===== src/rtl/mips_pipe_pkg.sv =====
// Shared MIPS pipeline definitions for the IF/ID stage register.
//   NOP_INSTR_DEF : default bubble instruction (sll $0,$0,0).
//   if_id_t       : {pc, instr} entry layout at default widths.
//                   The stage packs its payload in this same order.
//   skid_state_e  : occupancy of the 2-entry skid buffer.
package mips_pipe_pkg;

   localparam int PC_W_DEF    = 32;
   localparam int INSTR_W_DEF = 32;

   localparam logic [31:0] NOP_INSTR_DEF = 32'h0000_0000;

   typedef struct packed {
      logic [PC_W_DEF-1:0]    pc;
      logic [INSTR_W_DEF-1:0] instr;
   } if_id_t;

   typedef enum logic [1:0] {
      EMPTY = 2'b00,
      ONE   = 2'b01,
      FULL  = 2'b10
   } skid_state_e;

endpackage


===== src/rtl/if_id_skid_reg_if.sv =====
// Handshake bundle between fetch, the IF/ID stage and decode.
//   flush                         : squash request (into the stage)
//   in_valid/in_ready/in_pc/in_instr     : fetch side
//   out_valid/out_ready/out_pc/out_instr : decode side
// Modports:
//   slave  : view taken by the stage register.
//   master : view taken by whatever drives the stage (fetch/decode or a bench).
interface if_id_skid_reg_if #(
   parameter int PC_W    = 32,
   parameter int INSTR_W = 32
);
   logic               flush;
   logic               in_valid;
   logic               in_ready;
   logic [PC_W-1:0]    in_pc;
   logic [INSTR_W-1:0] in_instr;
   logic               out_valid;
   logic               out_ready;
   logic [PC_W-1:0]    out_pc;
   logic [INSTR_W-1:0] out_instr;

   modport slave (
      input  flush, in_valid, in_pc, in_instr, out_ready,
      output in_ready, out_valid, out_pc, out_instr
   );

   modport master (
      output flush, in_valid, in_pc, in_instr, out_ready,
      input  in_ready, out_valid, out_pc, out_instr
   );
endinterface


===== src/rtl/pipe_skid_buf.sv =====
// Generic 2-entry skid buffer over a DATA_W payload.
// in_ready is a flop, so it never depends combinationally on out_ready.
// Ports:
//   clk, rst        : clock, async active-high reset
//   clr             : synchronous clear; empties buffer, main <= CLR_DATA
//   in_valid/in_ready/in_data    : upstream handshake
//   out_valid/out_ready/out_data : downstream handshake (out_data = main)
//
// state | meaning
// EMPTY | nothing held
// ONE   | main slot valid
// FULL  | main + skid valid, upstream stalled
module pipe_skid_buf
   import mips_pipe_pkg::*;
#(
   parameter int                DATA_W   = 64,
   parameter logic [DATA_W-1:0] CLR_DATA = '0
) (
   input  logic              clk,
   input  logic              rst,
   input  logic              clr,
   input  logic              in_valid,
   output logic              in_ready,
   input  logic [DATA_W-1:0] in_data,
   output logic              out_valid,
   input  logic              out_ready,
   output logic [DATA_W-1:0] out_data
);

   skid_state_e       state, state_nxt;
   logic [DATA_W-1:0] main_q, main_nxt;
   logic [DATA_W-1:0] skid_q, skid_nxt;
   logic              in_ready_q;
   logic              xfer_in, xfer_out;

   assign in_ready  = in_ready_q;
   assign out_valid = (state != EMPTY);
   assign out_data  = main_q;
   assign xfer_in   = in_valid && in_ready_q;
   assign xfer_out  = out_valid && out_ready;

   always_ff @(posedge clk or posedge rst) begin
      if (rst) begin
         state      <= EMPTY;
         in_ready_q <= 1'b1;
         main_q     <= CLR_DATA;
         skid_q     <= '0;
      end else begin
         state      <= state_nxt;
         in_ready_q <= (state_nxt != FULL);
         main_q     <= main_nxt;
         skid_q     <= skid_nxt;
      end
   end

   always_comb begin
      state_nxt = state;
      main_nxt  = main_q;
      skid_nxt  = skid_q;
      if (clr) begin
         // Any input beat this cycle is dropped; skid contents are dead.
         state_nxt = EMPTY;
         main_nxt  = CLR_DATA;
      end else begin
         case (state)
            EMPTY: begin
               if (xfer_in) begin
                  state_nxt = ONE;
                  main_nxt  = in_data;
               end
            end
            ONE: begin
               if (xfer_in && xfer_out) begin
                  main_nxt = in_data;
               end else if (xfer_in) begin
                  state_nxt = FULL;
                  skid_nxt  = in_data;
               end else if (xfer_out) begin
                  state_nxt = EMPTY;
               end
            end
            FULL: begin
               if (xfer_out) begin
                  state_nxt = ONE;
                  main_nxt  = skid_q;
               end
            end
            default: state_nxt = EMPTY;
         endcase
      end
   end

endmodule


===== src/rtl/if_id_skid_reg.sv =====
// IF/ID pipeline stage register with valid/ready on both sides, built on a
// 2-entry skid buffer. Flush empties the stage and leaves a NOP bubble
// (pc=0, instr=NOP_INSTR) on the decode side.
// Ports:
//   clk, rst  : clock, async active-high reset
//   bus       : if_id_skid_reg_if.slave (flush, fetch and decode handshakes)
//   stall_cnt : cycles with out_valid && !out_ready (IF_ID_SKID_PERF_EN only)
//   flush_cnt : cycles with flush asserted        (IF_ID_SKID_PERF_EN only)
// Define IF_ID_SKID_PERF_EN to add the saturating perf counters.
module if_id_skid_reg
   import mips_pipe_pkg::*;
#(
   parameter int                 PC_W      = 32,
   parameter int                 INSTR_W   = 32,
   parameter logic [INSTR_W-1:0] NOP_INSTR = INSTR_W'(NOP_INSTR_DEF)
) (
   input  logic                  clk,
   input  logic                  rst,
   if_id_skid_reg_if.slave       bus
`ifdef IF_ID_SKID_PERF_EN
   ,
   output logic [31:0]           stall_cnt,
   output logic [31:0]           flush_cnt
`endif
);

   localparam int                DATA_W    = PC_W + INSTR_W;
   localparam logic [DATA_W-1:0] NOP_ENTRY = {{PC_W{1'b0}}, NOP_INSTR};

   logic [DATA_W-1:0] out_data;

   pipe_skid_buf #(
      .DATA_W   (DATA_W),
      .CLR_DATA (NOP_ENTRY)
   ) u_buf (
      .clk       (clk),
      .rst       (rst),
      .clr       (bus.flush),
      .in_valid  (bus.in_valid),
      .in_ready  (bus.in_ready),
      .in_data   ({bus.in_pc, bus.in_instr}),
      .out_valid (bus.out_valid),
      .out_ready (bus.out_ready),
      .out_data  (out_data)
   );

   assign bus.out_pc    = out_data[DATA_W-1:INSTR_W];
   assign bus.out_instr = out_data[INSTR_W-1:0];

`ifdef IF_ID_SKID_PERF_EN
   // Saturating; flush does not clear them, only rst.
   always_ff @(posedge clk or posedge rst) begin
      if (rst) begin
         stall_cnt <= '0;
         flush_cnt <= '0;
      end else begin
         if (bus.out_valid && !bus.out_ready && (stall_cnt != '1))
            stall_cnt <= stall_cnt + 32'd1;
         if (bus.flush && (flush_cnt != '1))
            flush_cnt <= flush_cnt + 32'd1;
      end
   end
`endif

endmodule


===== src/flat_wrapper.sv =====
// flat-port wrapper written by rule: the top's interface ports become plain ports
module if_id_skid_reg_flat import mips_pipe_pkg::*;
#(
   parameter int                 PC_W      = 32,
   parameter int                 INSTR_W   = 32,
   parameter logic [INSTR_W-1:0] NOP_INSTR = INSTR_W'(NOP_INSTR_DEF)
)
  (clk, rst, bus_flush, bus_in_valid, bus_in_pc, bus_in_instr, bus_out_ready, bus_in_ready, bus_out_valid, bus_out_pc, bus_out_instr);
  if_id_skid_reg_if #(.PC_W(PC_W), .INSTR_W(INSTR_W)) bus_i ();
  input  logic clk;
  input  logic rst;
  input wire logic [$bits(bus_i.flush)-1:0] bus_flush;
  input wire logic [$bits(bus_i.in_valid)-1:0] bus_in_valid;
  input wire logic [$bits(bus_i.in_pc)-1:0] bus_in_pc;
  input wire logic [$bits(bus_i.in_instr)-1:0] bus_in_instr;
  input wire logic [$bits(bus_i.out_ready)-1:0] bus_out_ready;
  output wire logic [$bits(bus_i.in_ready)-1:0] bus_in_ready;
  output wire logic [$bits(bus_i.out_valid)-1:0] bus_out_valid;
  output wire logic [$bits(bus_i.out_pc)-1:0] bus_out_pc;
  output wire logic [$bits(bus_i.out_instr)-1:0] bus_out_instr;
  assign bus_i.flush = bus_flush;
  assign bus_i.in_valid = bus_in_valid;
  assign bus_i.in_pc = bus_in_pc;
  assign bus_i.in_instr = bus_in_instr;
  assign bus_i.out_ready = bus_out_ready;
  assign bus_in_ready = bus_i.in_ready;
  assign bus_out_valid = bus_i.out_valid;
  assign bus_out_pc = bus_i.out_pc;
  assign bus_out_instr = bus_i.out_instr;
  if_id_skid_reg #(.PC_W(PC_W), .INSTR_W(INSTR_W), .NOP_INSTR(NOP_INSTR)) u_core (.clk(clk), .rst(rst), .bus(bus_i));
endmodule

===== config.mk =====
export PLATFORM = sky130hd
export DESIGN_NAME = if_id_skid_reg_flat
export DESIGN_NICKNAME = d
export VERILOG_FILES = /design/src/rtl/mips_pipe_pkg.sv /design/src/rtl/if_id_skid_reg_if.sv /design/src/rtl/pipe_skid_buf.sv /design/src/rtl/if_id_skid_reg.sv /design/src/flat_wrapper.sv
export SDC_FILE = /design/constraint.sdc
export NUM_CORES = 1
export LEC_CHECK = 0
export BUFFER_PORTS_ARGS = -buffer_cell sky130_fd_sc_hd__buf_2
export CORE_UTILIZATION = 35
export DETAILED_ROUTE_END_ITERATION = 10
export GPL_TIMING_DRIVEN = 0
export PLACE_DENSITY = 0.59
export SLEW_MARGIN = 20
export SYNTH_ARGS = -nofsm -noshare
export SYNTH_HDL_FRONTEND = slang
export SYNTH_SLANG_ARGS = --single-unit

===== constraint.sdc =====
create_clock -name clk -period 5.04 [get_ports clk]
set_input_delay 1.008 -clock clk [delete_from_list [all_inputs] [get_ports clk]]
set_output_delay 1.008 -clock clk [all_outputs]
set_load 0.02 [all_outputs]

==> results.md <==
- H-Tree Depth: 4
- Share of post-route cells with drive strength above 1: roughly half
- First-pass GRT wire length: ~23000 um
- WS Path Type: reg -> out
- Nets: around 660
- R2r startpoint: u_core.u_buf.in_ready
- Status: complete, no violations
- Dpl hpwl: about 10000 um
- Top FF cell, synth: dfrtp_1
- Post-CTS Resized: 0
- RSZ-0062 raised after global routing: no
- Cell variety after synth: 24
- Hold endpoint: u_core.u_buf.skid_q[33]
- Worst R2R Setup Slack: ~3400 ps
- Final critical-path share of the clock period: a little under half
- Largest fanout on the critical path: 7
- Syn. warnings: 0
- Post-synth top area share: 52.6%
- DP Worst Slack: between 2000 and 2500 ps
- Post-synthesis net count: 508
- Max_slew headroom: between 40% and 50%
- CORE AREA: roughly 17000 um^2
- Synth-to-Final Area Change: 24.5%
- CTS sink count: about 130
- LEAKAGE: 3.91 nW
- DR vias/cell: ~4.9
- Hold path depth: 1
- Worst min-delay path startpoint: u_core.u_buf.skid_q[33]
- Synth area leaders: dfrtp_1, mux2_4, mux2i_1, a211oi_2, nor2_1
- Fin Clk Skew: about 5.3 ps
- Most common cell in the netlist: dfrtp_1
- CP Launch Type: flip-flop
- Max cap viols: 0
- Die Width: between 100 and 150 um
- FMAX: between 400 and 500 MHz
- Gate count after technology mapping: 439
- Die area: roughly 18000 um^2
- Starting Density: a little over a third
- Post-route setup slack: 2720 ps
- Reg2reg end: u_core.u_buf.skid_q[7]
- Slew Limit Fails: 0
- Top cells by count, synth: dfrtp_1, nor2_1, mux2i_1, mux2_4, a211oi_2
- GRT Total Usage: 16.7%
- Final Setup Violations: 0
- ANT nets after route: 0
- Clock-pin slew on the worst setup and hold paths: approximately 60 ps
- Routed vias: just over 4000
- Pwr Density: just over 400 nW/um^2
- Vert. Die Dim: around 130 um
- CP Capture Type: output pin
- Largest net degree at the start of global routing: just under 90
- Final hold vios: 0
- Clock Latency Late Sink: 410 ps
- Worst vdd ir: between 0.0002 and 0.00025 V
- R2r worst-path depth: 6
- Max clock buf depth: 2
- PortBufs: between 100 and 150
- TritonCTS clock tree: done
- DRC violations left: 0
- Tmin final: 2320 ps
- Hold Buf Count CTS: 0
- Syn_area_per_cell: ~14 um^2
- IO Pins: about 140
- Hold crit path type: reg -> reg
- Drt pass-1 iters: 4
- Synth Register Bits: 131
- Vias in the first global route: roughly 4300
- Cts bufs inserted: 17
- Gr ovfl total: 0
- Initial antenna violation count: 1
- Worst Path Required: slightly above 4000 ps
- Setup Fix Bufs, Post-CTS: 0
- Rows: 48
- Yosys top cell by area: dfrtp_1
- Pwr Total: around 3.1 mW
- Post-synth EDFFs: 0
- Final core occ: ~45%
- GP Congestion: ~0.7
- Async SR Flop Fraction: 100%
- Crit path arrival time: about 1300 ps
- Avg WL per Cell: 17.5 um
- Slew of the pin with the lowest slew margin: 843 ps
- Sequential element share of the synthesized area: between 50% and 60%
- Initial DRC count: 91
- Routed WL: around 15000 um
- Mapped cell area: between 6000 and 7000 um^2
- Root Driver: clkbuf_16
==> layer usage <==
metal | global-route usage [%] | vias up | part of all wire [%]
met5 | 0 | - | 0
met4 | 3.93 | 0 | 0.74
met3 | 6.38 | 7 | 6.5
met2 | 26.2 | 107 | 47
met1 | 21.6 | 2031 | 46
li1 | - | 1880 | -
==> area by class of cell <==
| class | instances | area, um^2 |
|---|---|---|
| antenna | 1 | 2.50 |
| buffer | 35 | 267 |
| clock buffer | 23 | 468 |
| clock inverter | 6 | 57.6 |
| fill | 1627 | 9590 |
| inverter | 2 | 15.0 |
| multi-input combinational | 271 | 2640 |
| sequential | 131 | 3280 |
| tap | 225 | 282 |
| timing repair buffer | 135 | 698 |
==> how the worst max path moves through the flow <==
stage / startpoint / endpoint / slack (ps) / depth (start not counted)
finish: u_core.u_buf.state[1] / bus_out_valid / 2720 / 2
global route: u_core.u_buf.state[1] / bus_out_valid / 2670 / 2
CTS: u_core.u_buf.state[1] / bus_out_valid / 2690 / 2
detailed placement: bus_flush / u_core.u_buf.out_data[1] / 2480 / 4
global placement: rst / u_core.u_buf.skid_q[52] / -1000 / 2
floorplan: rst / u_core.u_buf.out_data[0] / 540 / 1
==> kinds of logic after synthesis <==
group,share of synthesized area (%)
muxes,25.6
xor gates and xnor gates,0.142
and+or+nand+nor,5.01
AOI/OAI and AO/OA,11.8
DFF,53.0
buffers and inverters,4.43
==> flip-flops by register name, summed over array words and instances (netlist names) <==
name / flops
u_core.u_buf.out_data: 64
u_core.u_buf.in_ready: 1
u_core.u_buf.state: 2
u_core.u_buf.skid_q: 64
==> placed cells by master, fill, tap and decap left out, types with 2 or more instances in the layout <==
cell / netlist / routed
dfrtp_1: 130 / 130
clkbuf_8: 0 / 2
nor2_1: 65 / 65
mux2_2: 4 / 4
a211oi_2: 46 / 46
buf_6: 12 / 12
buf_2: 6 / 140
nand2_1: 2 / 2
mux2_4: 60 / 60
clkbuf_16: 0 / 17
a211oi_1: 18 / 18
clkinv_2: 0 / 4
mux2i_1: 64 / 64
nand3b_1: 3 / 3
buf_4: 10 / 10
clkbuf_1: 7 / 11
==> per-stage QoR <==
stage / cell area, um^2 / setup TNS [ps] / hold WS, ps / cells
6_report: 7700 / 0 / 507 / 829
5_1_grt: 7700 / 0 / 525 / 828
4_1_cts: 7700 / 0 / 510 / 828
3_5_place_dp: 7180 / 0 / 492 / 799
3_3_place_gp: 7140 / -128010 / 488 / 798
2_1_floorplan: 6190 / 0 / 479 / 439
==> worst max-delay path: stages, from the launching register on <==
cell	delay (ps)
dfrtp_1	430
or2_2	310
buf_2	170
==> report_power, final <==
group	total, mW	switching [mW]	leakage [nW]	internal (mW)
clock network	1.13	0.434	0.259	0.692
logic	0.626	0.285	1.99	0.341
registers	1.38	0.121	1.66	1.26
Note: power is estimated with default switching activity, not from simulation.
